### src/rtl/uart_pkg.sv
// Shared types and helpers for the UART transmit path: state encoding,
// clocks-per-bit calculation and the legal data-width range.
package uart_pkg;

    localparam int DATA_BITS_MIN = 5;
    localparam int DATA_BITS_MAX = 9;

    typedef enum logic [2:0] {
        IDLE,
        START,
        DATA,
        PARITY,
        STOP
    } tx_state_t;

    // Rounded-to-nearest clocks per bit.
    function automatic int calc_div(input int clock_freq, input int baud_rate);
        return (clock_freq + baud_rate / 2) / baud_rate;
    endfunction

endpackage

### src/rtl/uart_baud_gen.sv
// Bit-period timer: tick on the last clock of every DIV-clock period.
// clear restarts the period so a new frame's start bit is always full length.
module uart_baud_gen #(
    parameter int DIV = 16
) (
    input  logic clk,
    input  logic rst,
    input  logic clear,
    output logic tick
);

    localparam int CNT_W = (DIV > 1) ? $clog2(DIV) : 1;

    logic [CNT_W-1:0] cnt_q;
    logic [CNT_W-1:0] cnt_d;

    assign tick = (cnt_q == CNT_W'(DIV - 1));

    always_comb begin
        cnt_d = cnt_q + 1'b1;
        if (clear || tick) begin
            cnt_d = '0;
        end
    end

    always_ff @(posedge clk) begin
        if (rst) begin
            cnt_q <= '0;
        end else begin
            cnt_q <= cnt_d;
        end
    end

endmodule

### src/rtl/uart_tx_framer.sv
// UART transmitter with a one-entry holding register for gapless back-to-back frames.
// Optional parity bit between data and stop bits when UART_TX_PARITY_EN is defined.
module uart_tx_framer
    import uart_pkg::*;
#(
    parameter int CLOCK_FREQ = 50_000_000,
    parameter int BAUD_RATE  = 9600,
    parameter int DATA_BITS  = 8,
    parameter int STOP_BITS  = 1,
    parameter int PARITY_ODD = 0
) (
    input  logic                 clk,
    input  logic                 rst,
    input  logic [DATA_BITS-1:0] tx_data,
    input  logic                 tx_valid,
    output logic                 tx_ready,
    output logic                 tx_busy,
    output logic                 tx_done,
    output logic                 tx_pin
);

    localparam int DIV   = calc_div(CLOCK_FREQ, BAUD_RATE);
    localparam int BIT_W = 4;

    if (DATA_BITS < DATA_BITS_MIN || DATA_BITS > DATA_BITS_MAX) begin : g_bad_data_bits
        $error("uart_tx_framer: DATA_BITS must be in 5..9");
    end
    if (STOP_BITS != 1 && STOP_BITS != 2) begin : g_bad_stop_bits
        $error("uart_tx_framer: STOP_BITS must be 1 or 2");
    end
    if (DIV < 2) begin : g_bad_div
        $error("uart_tx_framer: CLOCK_FREQ/BAUD_RATE must give at least 2 clocks per bit");
    end
    if (PARITY_ODD != 0 && PARITY_ODD != 1) begin : g_bad_parity
        $error("uart_tx_framer: PARITY_ODD must be 0 or 1");
    end

    tx_state_t            state_q, state_d;
    logic [DATA_BITS-1:0] hold_q, hold_d;
    logic [DATA_BITS-1:0] shift_q, shift_d;
    logic                 hold_full_q, hold_full_d;
    logic                 tx_pin_q, tx_pin_d;
    logic [BIT_W-1:0]     bit_cnt_q, bit_cnt_d;
    logic                 tick;
    logic                 baud_clear;
    logic                 load;
    logic                 accept;
`ifdef UART_TX_PARITY_EN
    logic                 parity_q, parity_d;
`endif

    uart_baud_gen #(
        .DIV(DIV)
    ) u_baud_gen (
        .clk  (clk),
        .rst  (rst),
        .clear(baud_clear),
        .tick (tick)
    );

    assign tx_ready = !hold_full_q;
    assign tx_busy  = (state_q != IDLE);
    assign tx_pin   = tx_pin_q;

    always_comb begin
        state_d     = state_q;
        hold_d      = hold_q;
        hold_full_d = hold_full_q;
        shift_d     = shift_q;
        tx_pin_d    = tx_pin_q;
        bit_cnt_d   = bit_cnt_q;
        baud_clear  = 1'b0;
        load        = 1'b0;
        tx_done     = 1'b0;
        accept      = tx_valid && !hold_full_q;
`ifdef UART_TX_PARITY_EN
        parity_d    = parity_q;
`endif

        unique case (state_q)
            IDLE: begin
                tx_pin_d = 1'b1;
                load     = hold_full_q;
            end
            START: begin
                if (tick) begin
                    state_d   = DATA;
                    tx_pin_d  = shift_q[0];
                    shift_d   = shift_q >> 1;
                    bit_cnt_d = '0;
                end
            end
            DATA: begin
                if (tick) begin
                    if (bit_cnt_q == BIT_W'(DATA_BITS - 1)) begin
`ifdef UART_TX_PARITY_EN
                        state_d  = PARITY;
                        tx_pin_d = parity_q;
`else
                        state_d  = STOP;
                        tx_pin_d = 1'b1;
`endif
                        bit_cnt_d = '0;
                    end else begin
                        tx_pin_d  = shift_q[0];
                        shift_d   = shift_q >> 1;
                        bit_cnt_d = bit_cnt_q + 1'b1;
                    end
                end
            end
            PARITY: begin
`ifdef UART_TX_PARITY_EN
                if (tick) begin
                    state_d  = STOP;
                    tx_pin_d = 1'b1;
                end
`else
                state_d = IDLE;
`endif
            end
            STOP: begin
                if (tick) begin
                    if (bit_cnt_q == BIT_W'(STOP_BITS - 1)) begin
                        tx_done = 1'b1;
                        if (hold_full_q) begin
                            load = 1'b1;
                        end else begin
                            state_d = IDLE;
                        end
                    end else begin
                        bit_cnt_d = bit_cnt_q + 1'b1;
                    end
                end
            end
            default: state_d = IDLE;
        endcase

        // Load needs a full hold and accept needs an empty one, so they never collide.
        if (load) begin
            state_d     = START;
            shift_d     = hold_q;
            hold_full_d = 1'b0;
            tx_pin_d    = 1'b0;
            baud_clear  = 1'b1;
`ifdef UART_TX_PARITY_EN
            parity_d    = (^hold_q) ^ (PARITY_ODD != 0);
`endif
        end
        if (accept) begin
            hold_d      = tx_data;
            hold_full_d = 1'b1;
        end
    end

    always_ff @(posedge clk) begin
        if (rst) begin
            state_q     <= IDLE;
            hold_q      <= '0;
            hold_full_q <= 1'b0;
            shift_q     <= '0;
            tx_pin_q    <= 1'b1;
            bit_cnt_q   <= '0;
        end else begin
            state_q     <= state_d;
            hold_q      <= hold_d;
            hold_full_q <= hold_full_d;
            shift_q     <= shift_d;
            tx_pin_q    <= tx_pin_d;
            bit_cnt_q   <= bit_cnt_d;
        end
    end

`ifdef UART_TX_PARITY_EN
    always_ff @(posedge clk) begin
        if (rst) begin
            parity_q <= 1'b0;
        end else begin
            parity_q <= parity_d;
        end
    end
`endif

endmodule

### config.mk
export PLATFORM = sky130hd
export DESIGN_NAME = uart_tx_framer
export DESIGN_NICKNAME = d
export VERILOG_FILES = /design/src/rtl/uart_pkg.sv /design/src/rtl/uart_baud_gen.sv /design/src/rtl/uart_tx_framer.sv
export SDC_FILE = /design/constraint.sdc
export NUM_CORES = 1
export LEC_CHECK = 0
export ABC_AREA = 0
export CAP_MARGIN = 5
export CORE_UTILIZATION = 50
export DETAILED_ROUTE_END_ITERATION = 6
export PLACE_DENSITY = 0.69
export SKIP_LAST_GASP = 1
export SYNTH_ARGS = -nofsm -noshare
export SYNTH_HDL_FRONTEND = slang
export SYNTH_HIERARCHICAL = 1
export SYNTH_SLANG_ARGS = --single-unit
### constraint.sdc
create_clock -name clk -period 5.15 [get_ports clk]
set_input_delay 0.7725 -clock clk [delete_from_list [all_inputs] [get_ports clk]]
set_output_delay 0.7725 -clock clk [all_outputs]
set_load 0.1 [all_outputs]
==> results.ini, run 1 <==
[outcome]
outcome = completed

[finish]
regArea_um2 = 761
stdcell_count = 272
layout_common_cells = dfxtp_1, nor2_1, mux2i_1, clkdlybuf4s50_1, nand2_1
final_layout_size_suffix_gt1_share_pct = 21.6
final_common_cell = dfxtp_1
syn_to_final_growth_pct = 8.86
final_nets = 236
antenna_cells = 0
multi_input_area_mm2 = 0.00127
fin_area_mm2 = 0.00234
fill_cells = 342

[critical_path]
crit_fanout = 11
cp-end-kind = output pin
crit_start = u_baud_gen/cnt_q[3]
r2r_cells = 7
crit_path_max_incr_delay_ps = 870
r2r_end = u_baud_gen/cnt_q[11]
path_class = reg -> out
crit_arrival_ps = 2870
critPathSlowestCell = nor4b_2
critPathTopFamily = simple AND/OR/NAND/NOR gates
cp_cell_sequence = or4b_1 -> nor4b_2 -> nand4bb_4 -> nor2_1 -> buf_4
worstReg2RegStart = u_baud_gen/cnt_q[3]
critical_path_required_ps = 4380
r2r_slack_ps = 1840
critPathLaunchType = flip-flop
cp_num_cells = 5
crit_path_end = tx_done
critical_path_buf_inv_count = 1

[floorplanning]
start_util_pct = 52.9
core-area_mm2 = 0.00406
fp-row-count = 23
die_h_um = 67.5
dieWidth_um = 67.5
die_area_mm2 = 0.00456
ioPinCount = 15

[global_route]
antenna_found_initial = 0
grt_use_total_pct = 20.7
grt_pass1_vias = 1600
grt_max_degree = 21
grt-ovfl-total = 0
grt_pass1_wl_mm = 7.05

[sta]
slew_violations = 0
max_freq_mhz = 275
slew-limit-headroom_pct = 33.3
min_period_ps = 3640
tightest_slew_ps = 998
finalSetupTns_ps = 0
rsz0062_at_grt = false
period_share_pct = 70.7
skew_ps = 5.80
holdWs_ps = 468
timing_hold_violations_final = 0
setup_viol = 0

[clock_network]
cts_tree = yes
post-cts-setup-buffers = 0
insertion_delay_ps = 290
hold_buffers = 0
htree_levels = 2
cts_root_buf = clkbuf_8
cts-resized-gates = 0
cts_sinks = 38
clockBufferDepth = 2
path_clk_slew_ps = 70
cts_buffers = 5

[placement]
place_hpwl_mm = 2.93
routabilityCongestion = 0.793
dp_cells = 265
io_buffers = 14
place_area_mm2 = 0.00226

[power]
vdd_drop_max_mv = 0.209
powerDensity_mw_per_mm2 = 258
power_uw = 603
leakage_uw = 0.000763

[route]
postRouteWirelength_mm = 4.15
routedWlPerCell_um = 15.2
vias = 1642
drc = 0
ant_nets = 0
via_per_inst = 6.04
drt_pre_antenna_iters = 4
drtIter0Drc = 156

[logic_synthesis]
yosysUniqueCellTypes = 62
synth.top_cell.area_share_pct = 35.5
ys_top_cells_by_area = dfxtp_1, mux2i_1, a211oi_2, o31ai_1, a21oi_2
synth_warnings = 6
ys_seq_area_share_pct = 35.5
synth_edf_count = 0
ys_async_sr_fraction_pct = 0
synth_area_leader_cell = dfxtp_1
synthFlopType = dfxtp_1
netlist_area_mm2 = 0.00215
syn_inst = 214
syn_nets = 228
synth_seq_cells = 38
syn_area_per_cell_um2 = 10.0

[run]
drv_cap = 0

[worst_hold_path]
hold_class = reg -> reg

## cells by family after synthesis
group,after synthesis,synth area share (%)
compound gates,48,19.4
xor+xnor,3,1.22
fa+ha+maj,3,1.75
buf+inv,20,5.66
flops,38,35.5
mux,16,7.46
simple gates,86,29.1
## sequential cells by signal (all words and copies together), names as in the netlist
name	flops
hold_q	8
tx_pin	1
state_q	3
shift_q	8
bit_cnt_q	4
hold_full_q	1
u_baud_gen/cnt_q	13
## power breakdown
group          internal, uW  leakage [uW]  switching (uW)  total (uW)
logic                  36.0      0.000410            52.3        88.3
clock network          90.8     0.0000438             105         195
registers               308      0.000310            11.9         320
total                   435      0.000763             169         603
## metal layers
metal	vias to the layer above	track usage [%]	routed length, um	share of wire [%]
li1	825	-	-	-
met1	775	23.4	1870	45
met2	33	36.8	2070	50
met3	9	4.90	130	3.1
met4	0	8.51	74	1.8
met5	-	0	0	0
## worst register-to-register path: stages, from the launching register on
cell and delay (ps):
dfxtp_1 390, or4b_1 550, nor4b_2 870, nand4bb_4 260, a21oi_4 480, or2_2 420, or2_2 180, nor3_1 40
## synthesized netlist by cell type, drive strengths merged (2+ instances only)
library cell / instances
and4bb: 3
nand3: 7
a211oi: 9
buf: 11
nand4: 4
or3: 5
nand2: 10
xnor2: 2
nand4b: 2
o21ai: 6
nor3: 6
nor2: 16
dfxtp: 38
mux2i: 16
inv: 7
clkbuf: 2
nand2b: 4
or2: 3
nor4: 6
a21oi: 14
or3b: 3
a31oi: 5
or4: 2
ha: 3
o31ai: 9
nand4bb: 2
or4b: 3
nor4b: 2
## how the worst min path moves through the flow
stage	startpoint	to	slack, ps	cells after the start
floorplan	hold_q[7]	shift_q[7]	430	2
CTS	tx_pin	tx_pin	470	1
global route	tx_pin	tx_pin	480	1
global placement	tx_pin	tx_pin	450	1
detailed placement	tx_pin	tx_pin	450	1
finish	hold_q[7]	shift_q[7]	470	2
## cell type report
cell class              count  share of cell area [%]
multi-input cells         156                    54.4
flip-flops and latches     38                    32.6
repair buffers             14                    5.89
clock buffers               5                    2.95
well taps                  50                    2.68
inverters                   7                    1.12
clock inverters             2                   0.428
## per-stage QoR
stage | utilization, % | worst slack, ps
floorplan | - | 1450
global placement | 55.6 | 2000
detailed placement | 55.6 | 1860
CTS | 57.6 | 1530
global route | 57.6 | 1310
finish | 57.6 | 1510
Power figures use the tool's default switching activity.
==> run 2, diff against run 1 <==
--- a/config.mk
+++ b/config.mk
@@ -9,7 +9,7 @@
 export CAP_MARGIN = 5
 export CORE_UTILIZATION = 50
 export DETAILED_ROUTE_END_ITERATION = 6
-export PLACE_DENSITY = 0.69
+export PLACE_DENSITY = 0.72
 export SKIP_LAST_GASP = 1
 export SYNTH_ARGS = -nofsm -noshare
 export SYNTH_HDL_FRONTEND = slang
==> constraint.sdc (replaced) <==
create_clock -name clk -period 3.1 [get_ports clk]
set_input_delay 0.465 -clock clk [delete_from_list [all_inputs] [get_ports clk]]
set_output_delay 0.465 -clock clk [all_outputs]
set_load 0.1 [all_outputs]
==> run 2 against run 1 <==
Effect of this change: critical endpoint unchanged; highest routed layer unchanged; sequential power rose by 67%; wire length is 2.8% lower; worst hold slack worse by 9.7 ps.
==> results.ini, run 2 (synthesis results as in run 1) <==
[outcome]
outcome = completed

[finish]
stdcell_count = 277
largest_reg_flops = 13
layout_common_cells = dfxtp_1, mux2i_1, nor2_1, nand2_1, clkdlybuf4s50_1
final_nets = 240
syn_to_final_growth_pct = 13.4
reg_top3 = u_baud_gen/cnt_q: 13 flops, hold_q: 8 flops, shift_q: 8 flops
antenna_cells = 0
fill_cells = 351
final_common_cell = dfxtp_1
final_layout_size_suffix_gt1_share_pct = 25.1
regMostFlops = u_baud_gen/cnt_q
fin_area_mm2 = 0.00243

[sta]
min_period_ps = 2780
period_share_pct = 89.7
finalSetupTns_ps = 0
rsz0062_at_grt = false
tightest_slew_ps = 878
slew_violations = 0
slew-limit-headroom_pct = 41.1
max_freq_mhz = 360
skew_ps = 12.2
holdWs_ps = 458
setup_viol = 0
timing_hold_violations_final = 0

[global_route]
antenna_found_initial = 0
grt-ovfl-total = 0
grt_use_total_pct = 20.3
grt_max_degree = 21
grt_pass1_wl_mm = 6.98
grt_pass1_vias = 1489

[run]
drv_cap = 0

[route]
ant_nets = 0
vias = 1650
drt_pre_antenna_iters = 4
via_per_inst = 5.96
postRouteWirelength_mm = 4.03
routedWlPerCell_um = 14.5
drc = 0
drtIter0Drc = 77

[power]
p_comb_share_pct = 12.2
powerDensity_mw_per_mm2 = 490
p_switching_uw = 298
p_int_uw = 894
p_sw_share_pct = 25.0
vdd_drop_max_mv = 0.383
p_seq_share_pct = 44.7
pwr-share-clk_pct = 43.1
leakage_uw = 0.000814
power_uw = 1190

[worst_hold_path]
whs_endpoint = shift_q[7]
min-delay-start = hold_q[7]
hold_depth = 2
hold_class = reg -> reg

[placement]
routabilityCongestion = 0.835
io_buffers = 14
dp_cells = 269
place_area_mm2 = 0.00229
place_hpwl_mm = 2.72

[critical_path]
r2r_slack_ps = 560
cp_cell_sequence = or4b_1 -> nor4b_2 -> buf_4 -> nand4bb_4 -> nor2_2 -> buf_12
worstReg2RegStart = u_baud_gen/cnt_q[4]
crit_fanout = 11
path_class = reg -> out
critical_path_required_ps = 2630
r2r_end = shift_q[0]
critPathSlowestCell = or4b_1
crit_path_max_incr_delay_ps = 500
critPathLaunchType = flip-flop
r2r_cells = 7
crit_arrival_ps = 2320
cp-end-kind = output pin

[floorplanning]
fp-row-count = 23
die_h_um = 67.5
die_area_mm2 = 0.00456
ioPinCount = 15
core-area_mm2 = 0.00406
start_util_pct = 52.9
dieWidth_um = 67.5

[clock_network]
path_clk_slew_ps = 80
cts_root_buf = clkbuf_8
cts_sinks = 38
cts_buffers = 5
insertion_delay_ps = 300
post-cts-setup-buffers = 0
clockBufferDepth = 2
hold_buffers = 0
cts_tree = yes
cts-resized-gates = 0
htree_levels = 2

run 2: cell count changes in the layout (fill, tap and decap cells not counted):
cell,previous run,this run
buf_4,1,7
clkdlybuf4s50_1,13,10
bufinv_16,0,2
clkinv_2,2,0
buf_12,0,1
clkinv_4,0,1
nor2_1,16,15
nor2_2,0,1
run 2: per-stage QoR:
stage	utilization, %	setup WS [ps]
floorplan	-	168
global placement	56.6	629
detailed placement	56.6	602
CTS	59.9	316
global route	59.9	198
finish	59.9	319
run 2: worst max path at each step:
| stage | cells past startpoint | startpoint | to | slack (ps) |
|---|---|---|---|---|
| finish | 6 | u_baud_gen/cnt_q[4] | tx_done | 320 |
| global route | 6 | u_baud_gen/cnt_q[4] | tx_done | 200 |
| CTS | 6 | u_baud_gen/cnt_q[3] | tx_done | 320 |
| detailed placement | 7 | u_baud_gen/cnt_q[3] | shift_q[4] | 600 |
| global placement | 7 | u_baud_gen/cnt_q[3] | shift_q[0] | 630 |
| floorplan | 6 | u_baud_gen/cnt_q[3] | tx_done | 170 |
run 2: routing by layer:
| metal | part of all wire [%] | GRT usage (%) | vias up |
|---|---|---|---|
| met4 | 1.4 | 7.98 | 0 |
| met2 | 47 | 31.8 | 29 |
| met1 | 48 | 26.6 | 785 |
| li1 | - | - | 829 |
| met3 | 3.2 | 4.90 | 7 |
| met5 | 0 | 0 | - |
run 2: power groups by stage:
stage	Clock, uW	Combinational [uW]	Sequential, uW
final	514	146	533
after floorplan	0	119	543
after global routing	545	160	536
after detailed placement	0	147	543
after CTS	522	148	532
after global placement	0	147	543
run 2: layout make-up:
| class | instances | area (um^2) | share of cell area, % |
|---|---|---|---|
| clock buffers | 5 | 68.8 | 2.83 |
| clock inverters | 3 | 68.8 | 2.83 |
| inverters | 7 | 26.3 | 1.08 |
| multi-input cells | 156 | 1270 | 52.3 |
| flip-flops and latches | 38 | 761 | 31.3 |
| well taps | 50 | 62.6 | 2.57 |
| repair buffers | 18 | 173 | 7.10 |
run 2: critical path, delay by kind of cell, from the launching register on:
kind | cells | cell delay, ps
and+or+nand+nor | 4 | 1170
buffers and inverters | 2 | 400
DFF | 1 | 450
==> run 3, diff against run 2 <==
--- a/config.mk
+++ b/config.mk
@@ -7,9 +7,9 @@
 export LEC_CHECK = 0
 export ABC_AREA = 0
 export CAP_MARGIN = 5
-export CORE_UTILIZATION = 50
+export CORE_UTILIZATION = 49
 export DETAILED_ROUTE_END_ITERATION = 6
-export PLACE_DENSITY = 0.72
+export PLACE_DENSITY_LB_ADDON = 0.25
 export SKIP_LAST_GASP = 1
 export SYNTH_ARGS = -nofsm -noshare
 export SYNTH_HDL_FRONTEND = slang
==> run 3 against run 2 <==
Effect of this change: worst hold slack got worse by 0.80 ps; non-clock buffer count unchanged; combinational power about the same; critical endpoint unchanged.
==> results.ini, run 3 (synthesis results as in run 1) <==
[critical_path]
critPathTopFamily = simple AND/OR/NAND/NOR gates
critical_path_required_ps = 2630
crit_fanout = 11
path_class = reg -> out
cp_cell_sequence = or4b_1 -> nor4b_2 -> buf_4 -> nand4bb_4 -> nor2_2 -> buf_12
critPathLaunchType = flip-flop
critical_path_buf_inv_count = 2
critPathSlowestCell = or4b_1
crit_path_max_incr_delay_ps = 540
crit_arrival_ps = 2290
cp-end-kind = output pin

[placement]
routabilityCongestion = 0.769
io_buffers = 14
place_area_mm2 = 0.00229
place_hpwl_mm = 2.74

[finish]
final_nets = 240
multi_input_area_mm2 = 0.00127
largest_reg_flops = 13
fill_cells = 364
final_layout_size_suffix_gt1_share_pct = 25.1
syn_to_final_growth_pct = 11.1
regMostFlops = u_baud_gen/cnt_q
antenna_cells = 0
layout_common_cells = dfxtp_1, mux2i_1, nor2_1, nand2_1, clkdlybuf4s50_1
final_util_pct = 58.0
fin_area_mm2 = 0.00238
regArea_um2 = 761
final_common_cell = dfxtp_1
reg_top3 = u_baud_gen/cnt_q: 13 flops, hold_q: 8 flops, shift_q: 8 flops

[power]
p_int_uw = 730
leakage_uw = 0.000789
vdd_drop_max_mv = 0.348
power_uw = 1020
p_seq_share_pct = 52.2
p_comb_share_pct = 14.4
p_switching_uw = 288
p_sw_share_pct = 28.3
powerDensity_mw_per_mm2 = 427
pwr-share-clk_pct = 33.4

[sta]
finalSetupTns_ps = 0
slew_violations = 0
rsz0062_at_grt = false
max_freq_mhz = 362
setup_viol = 0
min_period_ps = 2760
skew_ps = 7.81
period_share_pct = 89.0
tightest_slew_ps = 896
slew-limit-headroom_pct = 39.8
timing_hold_violations_final = 0

[clock_network]
cts_buffers = 5
cts-resized-gates = 0
clockBufferDepth = 2
cts_tree = yes
cts_root_buf = clkbuf_8
post-cts-setup-buffers = 0
insertion_delay_ps = 290
hold_buffers = 0
htree_levels = 2
cts_sinks = 38
path_clk_slew_ps = 80

[route]
drt_pre_antenna_iters = 4
drc = 0
postRouteWirelength_mm = 3.92
drtIter0Drc = 62
vias = 1614
ant_nets = 0
via_per_inst = 5.83
routedWlPerCell_um = 14.2

[floorplanning]
die_h_um = 68.2
fp-row-count = 23
start_util_pct = 52.1
core-area_mm2 = 0.00412
ioPinCount = 15
dieWidth_um = 68.2
die_area_mm2 = 0.00465

[run]
drv_cap = 0

[global_route]
grt_pass1_wl_mm = 6.72
grt_use_total_pct = 19.2
grt_max_degree = 20
antenna_found_initial = 0
grt_pass1_vias = 1441
grt-ovfl-total = 0

[outcome]
outcome = completed

[worst_hold_path]
hold_class = reg -> reg

## run 3: changes by cell type in the layout (fill, tap and decap cells not counted), sizes merged
| cell | previous run | this run |
|---|---|---|
| bufinv | 2 | 0 |
| clkinv | 1 | 2 |
| clkinvlp | 0 | 1 |
## run 3: layout make-up
class,instances,area share (%)
multi-input combinational,156,53.4
sequential,38,31.9
timing repair buffer,18,7.24
clock buffer,5,2.89
tap,50,2.62
inverter,7,1.10
clock inverter,3,0.892
## run 3: metrics by stage
step / hold WS [ps] / setup WS (ps) / std cells
6_report: 457 / 341 / 277
3_5_place_dp: 451 / 577 / 269
2_1_floorplan: 431 / 168 / 214
4_1_cts: 464 / 315 / 277
5_1_grt: 488 / 214 / 277
3_3_place_gp: 441 / 623 / 269
## run 3: power by group through the flow
stage | Sequential, uW | Clock, uW | Combinational [uW]
finish | 532 | 340 | 146
global route | 536 | 375 | 160
CTS | 532 | 353 | 149
detailed placement | 543 | 0 | 148
global placement | 543 | 0 | 146
floorplan | 543 | 0 | 119
## run 3: metal layers
layer	vias up	wire, um	track usage (%)
met5	-	0	0
met4	0	23	4.43
met3	4	122	4.67
met2	24	1830	31.7
met1	757	1950	25.0
li1	829	-	-
## run 3: worst paths after layout
kind	startpoint	endpoint	slack, ps	cells after the start
worst max register to register	u_baud_gen/cnt_q[3]	shift_q[5]	570	7
worst min register to register	hold_q[7]	shift_q[7]	460	2
worst min-delay path	hold_q[7]	shift_q[7]	460	2
worst max-delay path	u_baud_gen/cnt_q[3]	tx_done	340	6
## run 3: worst min-delay path: stages, from the launching register on
cell     delay, ps
dfxtp_1        320
nand2_1         50
a21oi_1         50
